<file path="src/rtl/controle_rodadas.sv">
// Round controller for the party game: setup, night action turns, vote turns and tally.
// Define CONTROLE_RODADAS_TIMEOUT_EN to auto-advance a turn after T_TURNO cycles without passa.
module controle_rodadas #(
  parameter int N_JOGADORES = 8,
  parameter int W_JOG       = $clog2(N_JOGADORES),
  parameter int W_RODADA    = 4,
  parameter int T_TURNO     = 1000
) (
  input  logic                   clock,
  input  logic                   reset,
  input  logic                   jogar,
  input  logic                   passa,
  input  logic [N_JOGADORES-1:0] vivo_mask,
  input  logic                   fim_jogo,
  output logic                   rst_global,
  output logic                   zera_CS,
  output logic                   e_seed_reg,
  output logic                   e_acao,
  output logic                   e_voto,
  output logic                   e_apura,
  output logic                   fase_noite,
  output logic                   fim,
  output logic [W_JOG-1:0]       jogador_atual,
  output logic [W_RODADA-1:0]    rodada,
  output logic [4:0]             db_estado,
  output logic                   db_timeout
);

  typedef enum logic [4:0] {
    INICIAL        = 5'd0,
    RESETA_TUDO    = 5'd1,
    PREPARA_JOGO   = 5'd2,
    ARMAZENA_JOGO  = 5'd3,
    PREPARA_JOGO_2 = 5'd4,
    PREPARA_NOITE  = 5'd5,
    TURNO_NOITE    = 5'd6,
    PREPARA_DIA    = 5'd7,
    TURNO_VOTO     = 5'd8,
    APURA          = 5'd9,
    FIM_JOGO       = 5'd10
  } estado_t;

  if (N_JOGADORES < 2 || N_JOGADORES > 32 || T_TURNO < 2) begin : g_param_invalido
    $error("controle_rodadas: parametros fora da faixa");
  end

  estado_t               estado, prox_estado;
  logic [W_JOG-1:0]      jogador_prox;
  logic [W_RODADA-1:0]   rodada_prox;
  logic [W_JOG-1:0]      primeiro_idx, seguinte_idx;
  logic                  tem_seguinte;
  logic                  vivo_atual, avanca, estouro, strobe, em_turno;

  // Lowest alive index overall, and lowest alive index above the current player.
  always_comb begin
    primeiro_idx = '0;
    seguinte_idx = '0;
    tem_seguinte = 1'b0;
    for (int i = N_JOGADORES - 1; i >= 0; i--) begin
      if (vivo_mask[i]) begin
        primeiro_idx = W_JOG'(i);
        if (i > int'(jogador_atual)) begin
          seguinte_idx = W_JOG'(i);
          tem_seguinte = 1'b1;
        end
      end
    end
  end

  assign vivo_atual = vivo_mask[jogador_atual];
  assign em_turno   = (estado == TURNO_NOITE) || (estado == TURNO_VOTO);

`ifdef CONTROLE_RODADAS_TIMEOUT_EN
  localparam int W_CNT = $clog2(T_TURNO);
  logic [W_CNT-1:0] cnt_turno;

  // passa in the expiry cycle takes precedence, so the slot ends with a strobe instead.
  assign estouro = vivo_atual && !passa && (cnt_turno == W_CNT'(T_TURNO - 1));

  always_ff @(posedge clock) begin
    if (reset || !em_turno || avanca) cnt_turno <= '0;
    else                              cnt_turno <= cnt_turno + 1'b1;
  end
`else
  assign estouro = 1'b0;
`endif

  // A dead current player is skipped without strobe even if passa is high.
  assign avanca = !vivo_atual || passa || estouro;
  assign strobe = vivo_atual && passa && !reset;

  always_ff @(posedge clock) begin
    if (reset) begin
      estado        <= INICIAL;
      jogador_atual <= '0;
      rodada        <= '0;
    end else begin
      estado        <= prox_estado;
      jogador_atual <= jogador_prox;
      rodada        <= rodada_prox;
    end
  end

  always_comb begin
    prox_estado  = estado;
    jogador_prox = jogador_atual;
    rodada_prox  = rodada;
    rst_global   = 1'b0;
    zera_CS      = 1'b0;
    e_seed_reg   = 1'b0;
    e_acao       = 1'b0;
    e_voto       = 1'b0;
    e_apura      = 1'b0;
    fase_noite   = 1'b0;
    fim          = 1'b0;
    db_timeout   = 1'b0;
    db_estado    = estado;
    case (estado)
      INICIAL: begin
        rst_global = 1'b1;
        zera_CS    = 1'b1;
        if (jogar) prox_estado = RESETA_TUDO;
      end
      RESETA_TUDO: begin
        rst_global  = 1'b1;
        zera_CS     = 1'b1;
        rodada_prox = '0;
        prox_estado = PREPARA_JOGO;
      end
      PREPARA_JOGO:   if (passa) prox_estado = ARMAZENA_JOGO;
      ARMAZENA_JOGO: begin
        e_seed_reg  = 1'b1;
        prox_estado = PREPARA_JOGO_2;
      end
      PREPARA_JOGO_2: prox_estado = PREPARA_NOITE;
      PREPARA_NOITE, PREPARA_DIA: begin
        fase_noite = (estado == PREPARA_NOITE);
        if (vivo_mask == '0) begin
          prox_estado = FIM_JOGO;
        end else begin
          jogador_prox = primeiro_idx;
          prox_estado  = (estado == PREPARA_NOITE) ? TURNO_NOITE : TURNO_VOTO;
        end
      end
      TURNO_NOITE, TURNO_VOTO: begin
        fase_noite = (estado == TURNO_NOITE);
        e_acao     = (estado == TURNO_NOITE) && strobe;
        e_voto     = (estado == TURNO_VOTO) && strobe;
        db_timeout = estouro && !reset;
        if (avanca) begin
          if (tem_seguinte)               jogador_prox = seguinte_idx;
          else if (estado == TURNO_NOITE) prox_estado  = PREPARA_DIA;
          else                            prox_estado  = APURA;
        end
      end
      APURA: begin
        e_apura = 1'b1;
        if (fim_jogo) begin
          prox_estado = FIM_JOGO;
        end else begin
          rodada_prox = (&rodada) ? rodada : rodada + 1'b1;
          prox_estado = PREPARA_NOITE;
        end
      end
      FIM_JOGO: begin
        fim = 1'b1;
        if (jogar) prox_estado = RESETA_TUDO;
      end
      default: begin
        db_estado   = 5'b11111;
        prox_estado = INICIAL;
      end
    endcase
  end

endmodule

</file>
<file path="config.mk">
export PLATFORM = sky130hd
export DESIGN_NAME = controle_rodadas
export DESIGN_NICKNAME = d
export VERILOG_FILES = /design/src/rtl/controle_rodadas.sv
export SDC_FILE = /design/constraint.sdc
export NUM_CORES = 1
export LEC_CHECK = 0
export CAP_MARGIN = 10
export CORE_MARGIN = 1.5
export CORE_UTILIZATION = 42
export CTS_CLUSTER_DIAMETER = 40
export DETAILED_ROUTE_END_ITERATION = 12
export GPL_TIMING_DRIVEN = 0
export PLACE_DENSITY = 0.81
export RECOVER_POWER = 25
export SLEW_MARGIN = 40
export SYNTH_ARGS = -nofsm -noshare
export SYNTH_HDL_FRONTEND = slang
export SYNTH_SLANG_ARGS = --single-unit
</file>
<file path="constraint.sdc">
create_clock -name clock -period 2.2 [get_ports clock]
set_clock_uncertainty 0.1 [all_clocks]
set_input_delay 0.22 -clock clock [delete_from_list [all_inputs] [get_ports clock]]
set_output_delay 0.22 -clock clock [all_outputs]
set_load 0.1 [all_outputs]
</file>
=== After elaboration in Yosys (flattened, before gate mapping) ===
Cells that the tools add are included.

* Input port bits: 13
* Word-level logic and storage cells: 112
* Flip-flop bits (word level): 12
* Output and inout port bits: 21

* Eq/ne operators: 18
* Reductions and logical operators: 20
* $add $sub $neg: 1
* Multiplexer cells: 62
* Order comparisons: 8

{| class="wikitable"
|+ Operator list
! operator !! count
|-
| $mux W3 || 25
|-
| $pmux W5 S8 || 1
|-
| $mux W5 || 5
|-
| $mux W4 || 6
|-
| $mux W1 || 21
|-
| $eq A5 B3 Y1 const B || 4
|-
| $eq A5 B4 Y1 const B || 3
|-
| $ne A2 B2 Y1 const B || 7
|-
| $gt A3 B3 Y1 const A || 4
|-
| $reduce_and A4 Y1 || 3
|-
| $reduce_or A11 Y1 || 1
|-
| $eq A5 B2 Y1 const B || 2
|-
| $logic_not A8 Y1 || 1
|-
| $pmux W4 S2 || 1
|-
| $reduce_or A2 Y1 || 4
|-
| $gt A2 B3 Y1 const A || 2
|-
| $pmux W3 S2 || 1
|-
| $eq A5 B1 Y1 const B || 1
|-
| $logic_not A5 Y1 || 1
|-
| $add A4 B1 Y4 const B || 1
|-
| $logic_and A1 B1 Y1 || 4
|-
| $lt A3 B4 Y1 const B || 1
|-
| $reduce_bool A2 Y1 || 2
|-
| $bmux W1 S3 || 1
|-
| other kinds (6) || 7
|}

=== Longest topological paths before layout ===
* Depth in word-level cells: 18
* Depth in mapped cells: 6

=== Worst setup path before layout ===
OpenSTA, ideal clock, no wires.

* Path type: register to output
* Start: register jogador_atual[1]
* End: output port e_acao
* Stages on the path, launching flop included: 6
* Setup slack: -2.208 ns
* Arrival: 4.088 ns
* Cell sequence: dfxtp_1 buf_2 mux4_2 mux2i_1 or3b_2 nor3_1

* Longest elaborated chain between the ends: 6

{| class="wikitable"
|+ Ends and longest elaborated chain
! item !! RTL line !! text
|-
| start: declaration || 23 || <nowiki>output logic [W_JOG-1:0] jogador_atual,</nowiki>
|-
| start signal: assignment || 99 || <nowiki>jogador_atual <= jogador_prox;</nowiki>
|-
| $bmux W1 S3 || 70 || <nowiki>assign vivo_atual = vivo_mask[jogador_atual];</nowiki>
|-
| $mux W1 (not written as such) || 70 ||
|-
| $logic_and A1 B1 Y1 (2 in a row) || 90 || <nowiki>assign strobe = vivo_atual && passa && !reset;</nowiki>
|-
| $logic_and A1 B1 Y1 || 147 || <nowiki>e_acao = (estado == TURNO_NOITE) && strobe;</nowiki>
|-
| $mux W1 || 118 || <nowiki>case (estado)</nowiki>
|-
| end: declaration || 18 || <nowiki>output logic e_acao,</nowiki>
|}

No other way between the ends. The select of a mux whose other input is x is not followed.

=== Final worst setup path ===
* Start: register jogador_atual[1]
* End: output port e_voto

* Longest elaborated chain between the ends: 6

{| class="wikitable"
|+ Ends and longest elaborated chain
! item !! RTL line !! text
|-
| $bmux W1 S3 || 70 ||
|-
| $mux W1 (not written as such) || 70 ||
|-
| $logic_and A1 B1 Y1 (2 in a row) || 90 ||
|-
| $logic_and A1 B1 Y1 || 148 || <nowiki>e_voto = (estado == TURNO_VOTO) && strobe;</nowiki>
|-
| $mux W1 || 118 ||
|-
| end: declaration || 19 || <nowiki>output logic e_voto,</nowiki>
|}

No other way between the ends. The select of a mux whose other input is x is not followed.

==> results.md <==
- Run status: finished with violations
- Violations in the final reports: setup timing
- Die width: between 50 and 60 um
- Unique cell type count in the Yosys netlist: 50
- Drt pass-1 iters: 6
- Drt drc: 0
- Initial drt markers: 57
- FFs w/ async S/R, synth: 0
- Clock Pin Slew Worst Setup and Hold Paths: roughly 60 ps
- Post-synthesis sequential area ratio: 0.2030
- Leak: between 0.6 and 0.7 nW
- WHS Endpoint: jogador_atual[0]$_SDFFE_PP0P_
- Post-DP HPWL: ~2300 um
- Grt peak-use layer: met2
- Max Slew Vio Count: 0
- PwrDens: 450.2 mW/mm2
- Starting Density: 0.4419
- CORE AREA: ~0.0025 mm2
- R2R cell count: 6
- H-tree depth: 1
- Seq pwr share: 0.294
- Hold_buf cts: 0
- Ports: 34
- Met2 GRT Util: 0.3476
- Reg2Reg Capture Point: estado[3]$_SDFFE_PP0P_
- Total GRT Usage: 0.2247
- Reg2Reg Setup Slack: 40 ps
- Number of synthesized flops with an enable pin: 0
- Count of final setup violators: 2
- Minimum hold slack: 437.2 ps
- Placer Congestion: 0.8722
- Fin. Hold Viols: 0
- Chip height: 53.82 um
- CTS tree: done
- Pin count of the biggest net entering global routing: 11
- Yosys top cell area share: 0.2030
- P&R area growth vs syn: 48.67%
- Hold WC Path Type: reg2reg
- Hold Startpoint: jogador_atual[0]$_SDFFE_PP0P_
- Post-route clock period utilization: 1.030
- Hold Path Stages: 2
- Yosys reg bits: 11
- Worst VDD drop: 0.0004700 V
- Part of the power in the clock network: 0.189
- Post-Syn Nets: between 150 and 200
- Clock tree root driver cell: clkbuf_4
- First-pass GRT wire length: between 4000 and 5000 um
- Switching pwr: between 0.3 and 0.4 mW
- Clock Tree Buf Depth: 2
- Internal: 0.3971 mW
- Fmax: ~440 MHz
- Via Count: between 1000 and 1500
- Cell row count: 18
- Clock net sink count: 11
- Mapped Area: 0.001085 mm2
- Least-Margin Pin Slew: about 1200 ps
- Vias/cell: between 6 and 7
- Most frequent cell after synthesis: nor2_1
- Endpoint type of the worst setup path: output pin
- Antenna Nets Post-Route: 0
- Dpl cells: between 200 and 250
- Top_reg_cell synth: dfxtp_1
- Slew headroom: 0.2216
- Synth top cells by count: 18 x nor2_1, 11 x a21oi_1, 11 x dfxtp_1, 10 x nand2_1, 8 x inv_1
- TNS Setup: -88.73 ps
- Area contributors post-synth: dfxtp_1 20%, nor2_1 6.2%, a21oi_1 5.1%
- Worst skew pair latency: 270 ps
- Initial antenna violation count: 0
- Required time of the critical path: approximately 1900 ps
- Final wirelength: about 3200 um
- Grt met1 use: 0.3061
- Total CTS buffers: 3
- Vias in the first global route: ~1100
- Nets@finish: 207
- Nature of the critical path startpoint: flop
- Critical path class: reg2out
- GR Overflow Total: 0
- Fin crit period: about 2300 ps
- Final Power: roughly 0.73 mW
- GRT met3 Usage: 0.05000
- ANT cells: 0
- Port bufs: 32
- Crit-path max FO: 5
- Post-Syn Instances: 149
- Switching share of power: 0.4531
- Layout cells sized above 1: 0.3125
- Combinational Power Share: 0.517
- Max-cap violations: 0
- R2r startpoint: jogador_atual[1]$_SDFFE_PP0P_
- Final cell count without fillers: 222
- Die Area: a little under 0.003 mm2
- Place WS: -479.2 ps
- RSZ-0062 raised after global routing: yes
- WP data arrival: approximately 2000 ps
- Mean Syn Cell Area: about 7.3 um2
- WL per Instance: between 10 and 15 um
- Synth area leader: dfxtp_1
- Synth Warn #: 0
- Worst setup margin: -66.06 ps
-- cell type report --
type                       count  area [um2]
tap                           30       37.54
sequential                    11       231.5
buffer                        10       75.07
multi-input combinational    119       892.1
clock buffer                   4       26.28
fill                         214       842.1
timing repair buffer          40       320.3
inverter                       8       30.03
-- logic make-up (layout without fill, tap and decap cells) --
group                    count (synthesis)  after routing  synth area share
flip-flops                              11             11            0.2030
adder cells (fa/ha/maj)                  1              1           0.01153
AND/OR/NAND/NOR                         62             62            0.2999
other                                    1              1          0.003457
buffers and inverters                   19             62           0.07728
AO/OA/AOI/OAI                           48             48            0.3114
multiplexers                             7              7           0.09342
-- through the flow --
| stage | util | instance area (um2) |
|---|---|---|
| 5_1_grt | 0.6570 | 1613 |
| 3_5_place_dp | 0.5938 | 1458 |
| 3_3_place_gp | 0.6346 | 1558 |
| 6_report | 0.6570 | 1613 |
| 2_1_floorplan | - | 1200 |
| 4_1_cts | 0.6371 | 1564 |
-- critical path: stages, from the launching register on --
cell     delay [ps]
dfxtp_4         350
buf_8           120
mux4_2          330
mux2i_2          80
or3b_4          400
buf_6           130
nor2_4           90
buf_12          180
-- what timing repair did --
action                     in CTS  in global routing
gates resized for setup        19                 15
pin swaps                       3                  4
setup buffers                   5                  3
setup endpoints to repair      15                 12
-- power by group through the flow --
stage / Combinational (mW) / Sequential [mW] / Clock (mW)
final: 0.375 / 0.214 / 0.137
after CTS: 0.368 / 0.212 / 0.139
after floorplan: 0.283 / 0.220 / 0
after detailed placement: 0.357 / 0.217 / 0
after global placement: 0.366 / 0.216 / 0
after global routing: 0.399 / 0.215 / 0.146
-- worst max-delay path by stage --
stage                                  start                endpoint  slack [ps]  cells past startpoint
4_1_cts        jogador_atual[1]$_SDFFE_PP0P_                  e_voto        -120                      7
3_5_place_dp                    vivo_mask[5]  estado[3]$_SDFFE_PP0P_        -480                      6
2_1_floorplan         estado[3]$_SDFFE_PP0P_                     fim        -380                      3
3_3_place_gp                    vivo_mask[5]                  e_acao       -1000                      6
6_report       jogador_atual[1]$_SDFFE_PP0P_                  e_voto         -70                      7
5_1_grt        jogador_atual[1]$_SDFFE_PP0P_                  e_voto        -130                      7
-- metal layers --
layer | part of all wire | vias to the layer above
li1 | - | 643
met1 | 0.43 | 615
met2 | 0.49 | 73
met3 | 0.075 | 4
met4 | 0.0050 | 0
met5 | 0 | -
-- registers in the layout, summed over array words and instances (netlist names) --
signal	cells
rodada	4
estado	4
jogador_atual	3
-- cell usage in the layout (no fill, tap or decap), types with 4 or more instances in the layout --
cell / synthesis / layout
nor2_1: 18 / 17
buf_4: 3 / 12
nand2_1: 10 / 10
a21oi_1: 11 / 10
buf_2: 1 / 9
clkbuf_1: 7 / 9
inv_1: 8 / 8
dfxtp_1: 11 / 8
clkdlybuf4s50_1: 0 / 6
nand3_1: 5 / 5
o21ai_0: 5 / 5
clkbuf_2: 0 / 4
nor2b_1: 5 / 4
a31oi_1: 4 / 4
No activity file was read; power rests on OpenSTA's default activity.
